## src/rtl/wb_arbiter.sv

```systemverilog
// wb_arbiter: writeback stage in front of the register file write port.
// Merges the single-cycle ALU path with a valid/ready mul/div path through a
// one-entry skid buffer, and keeps a pending-destination scoreboard that
// stalls decode on hazards against in-flight mul/div results.
// Optional feature macro: WB_BYPASS_EN adds rs1_fwd/rs2_fwd forwarding hints
// and lets a forwarded source skip its pending-bit stall.
module wb_arbiter #(
  parameter int WIDTH = 32
) (
  input  logic             clk,
  input  logic             reset,
  input  logic             alu_valid,
  input  logic [4:0]       alu_rd,
  input  logic [WIDTH-1:0] alu_data,
  input  logic             md_issue,
  input  logic [4:0]       md_issue_rd,
  input  logic             md_valid,
  input  logic [4:0]       md_rd,
  input  logic [WIDTH-1:0] md_data,
  output logic             md_ready,
  input  logic [4:0]       dec_rs1,
  input  logic [4:0]       dec_rs2,
  input  logic [4:0]       dec_rd,
`ifdef WB_BYPASS_EN
  output logic             rs1_fwd,
  output logic             rs2_fwd,
`endif
  output logic             stall,
  output logic [31:0]      pending,
  output logic             reg_write,
  output logic [4:0]       rd_addr,
  output logic [WIDTH-1:0] wr_data
);

  logic             buf_valid_q, buf_valid_d;
  logic [4:0]       buf_rd_q, buf_rd_d;
  logic [WIDTH-1:0] buf_data_q, buf_data_d;
  logic             reg_write_q, reg_write_d;
  logic             src_md_q, src_md_d;
  logic [4:0]       rd_addr_q, rd_addr_d;
  logic [WIDTH-1:0] wr_data_q, wr_data_d;
  logic [31:0]      pending_q, pending_d;
  logic             alu_sel, buf_sel, md_acc;
  logic             s1_hit, s2_hit;

  // Buffer can take a result if it is empty or will drain this cycle
  // (it always drains when the ALU is idle).
  always_comb begin
    md_ready = reset & (~buf_valid_q | ~alu_valid);
    md_acc   = md_valid & md_ready;
    alu_sel  = alu_valid & (alu_rd != 5'd0);
    buf_sel  = ~alu_sel & buf_valid_q;
  end

  // Next-state for output register, skid buffer and scoreboard.
  always_comb begin
    reg_write_d = 1'b0;
    src_md_d    = 1'b0;
    rd_addr_d   = rd_addr_q;
    wr_data_d   = wr_data_q;
    if (alu_sel) begin
      reg_write_d = 1'b1;
      rd_addr_d   = alu_rd;
      wr_data_d   = alu_data;
    end else if (buf_sel && buf_rd_q != 5'd0) begin
      // x0 entries are drained silently; address/data hold.
      reg_write_d = 1'b1;
      src_md_d    = 1'b1;
      rd_addr_d   = buf_rd_q;
      wr_data_d   = buf_data_q;
    end

    buf_valid_d = buf_valid_q & ~buf_sel;
    buf_rd_d    = buf_rd_q;
    buf_data_d  = buf_data_q;
    if (md_acc) begin
      buf_valid_d = 1'b1;
      buf_rd_d    = md_rd;
      buf_data_d  = md_data;
    end

    // Clear first so a same-edge re-issue of the retiring rd wins.
    pending_d = pending_q;
    if (reg_write_q && src_md_q) pending_d[rd_addr_q] = 1'b0;
    if (md_issue && md_issue_rd != 5'd0) pending_d[md_issue_rd] = 1'b1;
    pending_d[0] = 1'b0;
  end

  // State registers with synchronous active-low reset.
  always_ff @(posedge clk) begin
    if (!reset) begin
      buf_valid_q <= 1'b0;
      buf_rd_q    <= '0;
      buf_data_q  <= '0;
      reg_write_q <= 1'b0;
      src_md_q    <= 1'b0;
      rd_addr_q   <= '0;
      wr_data_q   <= '0;
      pending_q   <= '0;
    end else begin
      buf_valid_q <= buf_valid_d;
      buf_rd_q    <= buf_rd_d;
      buf_data_q  <= buf_data_d;
      reg_write_q <= reg_write_d;
      src_md_q    <= src_md_d;
      rd_addr_q   <= rd_addr_d;
      wr_data_q   <= wr_data_d;
      pending_q   <= pending_d;
    end
  end

  // Decode hazard check against the scoreboard.
  always_comb begin
    s1_hit = (dec_rs1 != 5'd0) & pending_q[dec_rs1];
    s2_hit = (dec_rs2 != 5'd0) & pending_q[dec_rs2];
`ifdef WB_BYPASS_EN
    rs1_fwd = reg_write_q & (rd_addr_q == dec_rs1) & (dec_rs1 != 5'd0);
    rs2_fwd = reg_write_q & (rd_addr_q == dec_rs2) & (dec_rs2 != 5'd0);
    // A source being written this cycle is forwarded, not waited on.
    s1_hit  = s1_hit & ~rs1_fwd;
    s2_hit  = s2_hit & ~rs2_fwd;
`endif
    stall = s1_hit | s2_hit | ((dec_rd != 5'd0) & pending_q[dec_rd]);
  end

  assign pending   = pending_q;
  assign reg_write = reg_write_q;
  assign rd_addr   = rd_addr_q;
  assign wr_data   = wr_data_q;

endmodule
```

## config.mk

```make
export PLATFORM = sky130hd
export DESIGN_NAME = wb_arbiter
export DESIGN_NICKNAME = d
export VERILOG_FILES = /design/src/rtl/wb_arbiter.sv
export SDC_FILE = /design/constraint.sdc
export NUM_CORES = 1
export LEC_CHECK = 0
export ABC_AREA = 1
export BUFFER_PORTS_ARGS = -buffer_cell sky130_fd_sc_hd__buf_2
export CORE_ASPECT_RATIO = 0.6
export CORE_MARGIN = 1.5
export CORE_UTILIZATION = 51
export DETAILED_ROUTE_END_ITERATION = 12
export GPL_ROUTABILITY_DRIVEN = 0
export PLACE_DENSITY = 0.8
export SYNTH_ARGS = -nofsm -noshare
export SYNTH_HDL_FRONTEND = slang
export SYNTH_SLANG_ARGS = --single-unit
```

## constraint.sdc

```tcl
create_clock -name clk -period 1.77 [get_ports clk]
set_input_delay 0.354 -clock clk [delete_from_list [all_inputs] [get_ports clk]]
set_output_delay 0.354 -clock clk [all_outputs]
set_load 0.005 [all_outputs]
```

==> Word-level counts from Yosys, hierarchy flattened <==
Cells that the tools add are included.
{ "classes": {"mux": 19, "bitwise_logic": 19, "order_cmp": 7, "n_reduce_logical": 13} }
{ "ops": {"columns": ["op", "count"], "rows": [
  ["two-way mux 32 bit", 4],
  ["bitwise AND 32 bit", 1],
  ["inverter 32 bit", 1],
  ["bitwise OR 32 bit", 1],
  ["< comparator 5 x 6 -> 1 bit, second input constant", 5],
  ["nonzero test 5 bit", 6],
  ["binary-select mux 1 bit (select 5 bit)", 3],
  ["demux 1 bit (select 5 bit)", 2],
  [">= comparator 5 x 1 -> 1 bit, second input constant", 2],
  ["two-way mux 5 bit", 2],
  ["bitwise AND 1 bit", 8],
  ["two-way mux 1 bit", 8],
  ["logical AND 1 bit", 5],
  ["inverter 1 bit", 5],
  ["bitwise OR 1 bit", 3],
  ["nonzero test 2 bit", 1],
  ["OR reduction 2 bit", 1]
]} }
{ "totals": {"reg_bits": 109, "output_inout_bits": 72, "elab_cells": 67, "inputBits": 99} }

==> Logic depth before layout (Yosys ltp) <==
{ "depth": {"word_depth": 9, "ltp_mapped": 14, "mapped_depth_nobuf": 12} }

==> Worst setup path after synthesis <==
No wires, ideal clock.
{ "synth_path": {"path_type": "input -> output", "startpoint": "input port dec_rs2[0]", "endpoint": "output port stall", "path_stages": 14, "arrival_time_ns": 1.214, "setup_slack_ns": 0.202, "path_cell_list": "buf_4 inv_2 buf_6 nand2_1 nand3_1 nand2_1 nand2_1 nand2_1 inv_1 nand2_1 nand2_1 nand2_1 nor2_1 nand2_1"} }
{ "synth_via": {"elab_chain_cells": 5} }
{ "synth_lines": {"columns": ["element", "line_no", "rtl"], "rows": [
  ["from (decl)", "22", "input logic [4:0] dec_rs2,"],
  ["binary-select mux 1 bit (select 5 bit)", "115", "s2_hit = (dec_rs2 != 5'd0) & pending_q[dec_rs2];"],
  ["two-way mux 1 bit (not written as such)", "115", null],
  ["bitwise AND 1 bit (*)", "115", null],
  ["bitwise OR 1 bit (*) (2 in series)", "123", "stall = s1_hit | s2_hit | ((dec_rd != 5'd0) & pending_q[dec_rd]);"],
  ["to (decl)", "28", "output logic stall,"]
]} }
Every way passes the cells marked *; elsewhere a longest branch is shown, timed or not. The select of a mux whose other input is x is not followed.

==> Worst setup path in the final report <==
{ "layout_path": {"startpoint": "register pending_q[18], in the netlist pending[18]", "endpoint": "output port stall"} }
{ "layout_via": {"elab_chain_cells": 5} }
{ "layout_lines": {"columns": ["element", "line_no", "rtl"], "rows": [
  ["from (decl)", "42", "logic [31:0] pending_q, pending_d;"],
  ["from (signal assigned)", "108", "pending_q <= pending_d;"],
  ["binary-select mux 1 bit (select 5 bit), on equally long branches", "114, 115", null],
  ["two-way mux 1 bit, on equally long branches", "114, 115", null],
  ["bitwise AND 1 bit, on equally long branches", "114, 115", null],
  ["bitwise OR 1 bit", "123", null],
  ["bitwise OR 1 bit (*)", "123", null]
]} }
Marks and branches as above.

==> PnR_summary.wiki <==
{| class="wikitable"
! Metric !! Value
|-
| Total of max-cap violations || 0
|-
| Setup-violating endpoint count in the final report || 1
|-
| Clock-pin slew reported for the worst setup and hold paths after clock tree synthesis || 0.07 ns
|-
| Min cycle time layout || 1.95 ns
|-
| Cell area after technology mapping || 0.00536 mm²
|-
| Required time of the critical path || 1.42 ns
|-
| Critical path data arrival time || 1.60 ns
|-
| Num Clock Sinks || 108
|-
| #FFs+latches synth || 108
|-
| F_max || 513 MHz
|-
| Clock tree from TritonCTS || done
|-
| Cell Count Post-Placement || 1114
|-
| Initial antenna violation count || 0
|-
| Share of the cycle needed by the critical path after routing || 1.10
|-
| Number of I/O port buffers || 169
|-
| Violations in the final reports || negative setup slack
|-
| Number of instances in the synthesized netlist || 804
|-
| Number of top-level design ports || 171
|-
| Worst setup slack before clock tree synthesis || -0.109 ns
|-
| Util after Layout || 0.688
|-
| Met1 usage in global routing || 0.473
|-
| HPWL Detailed || 12.8 mm
|-
| Wire length per cell || 15.3 µm
|-
| Type of the worst setup path || reg2out
|-
| Clock skew after layout || 0.00792 ns
|-
| First-pass detailed-route iteration total || 7
|-
| Final total negative setup slack || -0.180 ns
|-
| Depth of the CTS H-tree || 3
|-
| Highest ir drop seen on vdd || 0.537 mV
|-
| Worst min-delay path class || in2reg
|-
| Area share of the largest cell type after synthesis || 0.403
|-
| Cell taking the most area after synthesis || dfxtp_1
|-
| Run status || finished, violations left
|-
| Post-Route Hold Slack || 0.194 ns
|-
| Relative max-transition margin || 0.624
|-
| Final setup margin || -0.180 ns
|-
| Synthesis-to-finish area growth || 29.0%
|-
| Slowest-stage cell, CP || dfxtp_2
|-
| Remaining design rule violation count || 0
|-
| Initial standard-cell utilization of the core || 0.533
|-
| Core Area || 0.0101 mm²
|-
| Leakage dissipation || 3.41 nW
|-
| Final Routed Wirelength || 17.3 mm
|-
| Root buffer cell || clkbuf_16
|-
| Category of the worst setup path launch point || register
|-
| Pin count of the biggest net entering global routing || 57
|-
| Peak per-stage delay on the critical path || 0.34 ns
|-
| Average footprint of a synthesized cell || 6.67 µm²
|-
| Type of element capturing the critical path || output pin
|-
| GR Overflow Total || 0
|-
| Combined flip-flop and latch cell area || 0.00218 mm²
|-
| Layout cells sized above 1 || 0.293
|-
| Number of global-route vias before repair || 5282
|-
| Clk_lat worst skew || 0.35 ns
|-
| Max Buffers Root-to-Sink || 2
|-
| Synthesized netlist net count || 903
|-
| Die width || 135 µm
|-
| Number of hold buffers added after cts || 0
|-
| Transition time at the pin with the least slew margin || 0.560 ns
|-
| Remaining number of nets flagged by the antenna check after routing || 0
|-
| Number of core rows || 28
|-
| All-layer global routing usage || 0.312
|-
| Met2 GRT Util || 0.440
|-
| GRT met3 Usage || 0.0800
|-
| Area of the multi-input gates || 0.00273 mm²
|-
| Iter 0 DRT Violations || 673
|-
| Power per cell area || 793 mW/mm²
|-
| Overall via count from detail_route || 6152
|-
| Sequential share of the synthesized area || 0.403
|-
| Wire length of the first global-routing pass || 26.8 mm
|-
| Number of buffers inserted during clock tree synthesis || 9
|-
| Setup repair after global routing missed its margin || true
|-
| Maximum fanout along the worst path || 3
|-
| Fin. Hold Viols || 0
|-
| Non-filler cells, final || 1131
|-
| Leading cell types by total area after synthesis || dfxtp_1, nand2_1, nand3_1
|-
| Final number of max-transition violations || 0
|-
| Die boundary height || 82.4 µm
|-
| Filler cell count in the final layout || 887
|-
| Crit path cell chain || inv_2 > nand2_2 > nand3_2 > nand2_2 > nand2_1 > nand2_1 > inv_1 > nand2_1 > nand2_1 > nand2_1 > nor2_1 > nand2_1 > buf_2
|-
| Detailed-route vias per instance || 5.44
|-
| Area of the die || 0.0112 mm²
|-
| Layout net count || 1091
|-
| Most frequent cell on the critical path || nand2_1
|-
| Layer with the highest usage || met1
|-
| Distinct cells, synth || 29
|-
| Number of antenna diodes || 0
|-
| Warnings from Yosys || 0
|}
## path summary, 6_finish.rpt
path / from / end / slack, ns / cells after the start
max reg2reg: buf_valid_q / buf_data_q[8] / 0.32 / 9
min: md_data[18] / buf_data_q[18] / 0.19 / 3
min reg2reg: buf_data_q[29] / buf_data_q[29] / 0.46 / 2
max: pending[18] / stall / -0.18 / 13
## kinds of logic after synthesis
| family | after synthesis | synth area share |
|---|---|---|
| AO/OA/AOI/OAI | 168 | 0.175 |
| buffers and inverters | 119 | 0.0982 |
| flip-flops | 108 | 0.403 |
| other | 1 | 0.000699 |
| AND/OR/NAND/NOR | 408 | 0.323 |
## metrics by stage
stage	area [µm²]	total power [mW]
5_1_grt	6920	5.74
6_report	6920	5.49
2_1_floorplan	5360	3.21
4_1_cts	6840	5.47
3_5_place_dp	6540	3.62
3_3_place_gp	6540	3.60
## sequential cells by signal, summed over array words and instances (netlist names)
name,flops
buf_data_q,32
reg_write,1
wr_data,32
src_md_q,1
pending,31
buf_rd_q,5
buf_valid_q,1
rd_addr,5
## cells in the mapped netlist
library cell and count:
nand3_1 95, a31oi_1 11, nor2_2 1, buf_4 9, buf_1 2, nor2_1 19, a22oi_1 11, inv_2 5
buf_2 15, a21oi_1 67, o211ai_1 6, nor2_8 2, nand4_1 2, inv_4 2, nand2_4 1, o21ai_2 10
nand2_2 2, conb_1 1, buf_6 3, o21ai_1 5, or2_2 1, o21ai_0 56, a211oi_1 2, dfxtp_1 108
inv_1 73, nand4_2 1, clkbuf_1 10, nand2_1 271, nor3_1 13
## final cells by class
| type | count | share of cell area |
|---|---|---|
| multi-input combinational | 577 | 0.395 |
| sequential | 108 | 0.315 |
| timing repair buffer | 216 | 0.181 |
| inverter | 80 | 0.0448 |
| clock buffer | 10 | 0.0345 |
| tap | 135 | 0.0244 |
| clock inverter | 5 | 0.00524 |
## critical path: cells and delay by family (launching register included)
| kind | cells | cell delay [ns] |
|---|---|---|
| AND/OR/NAND/NOR | 10 | 0.66 |
| flip-flops | 1 | 0.34 |
| buffers and inverters | 3 | 0.26 |
## metal layers
| layer | up-vias | wire length, µm |
|---|---|---|
| met4 | 0 | 182 |
| met2 | 360 | 6870 |
| met3 | 27 | 2290 |
| li1 | 3005 | - |
| met1 | 2760 | 7910 |
| met5 | - | 0 |
## where the power goes
group / switching (mW) / internal [mW]
sequential: 0.0780 / 2.56
clock: 0.893 / 0.987
combinational: 0.572 / 0.392
## timing repair
action,in CTS,in global routing
buffers inserted,0,2
endpoints found under the setup margin,1,1
pin swaps,5,11
gates resized for setup,15,29
## layout by cell type, fill, tap and decap left out, drive strengths merged
cell type / instances
clkinvlp: 3
nor3: 13
a22oi: 11
clkinv: 1
nand2: 274
o211ai: 6
buf: 215
conb: 1
o21ai: 71
dfxtp: 108
a21oi: 67
inv: 81
nand3: 95
nor2: 22
clkbuf: 11
a31oi: 11
or2: 1
a211oi: 2
nand4: 3
Power figures use the tool's default switching activity.
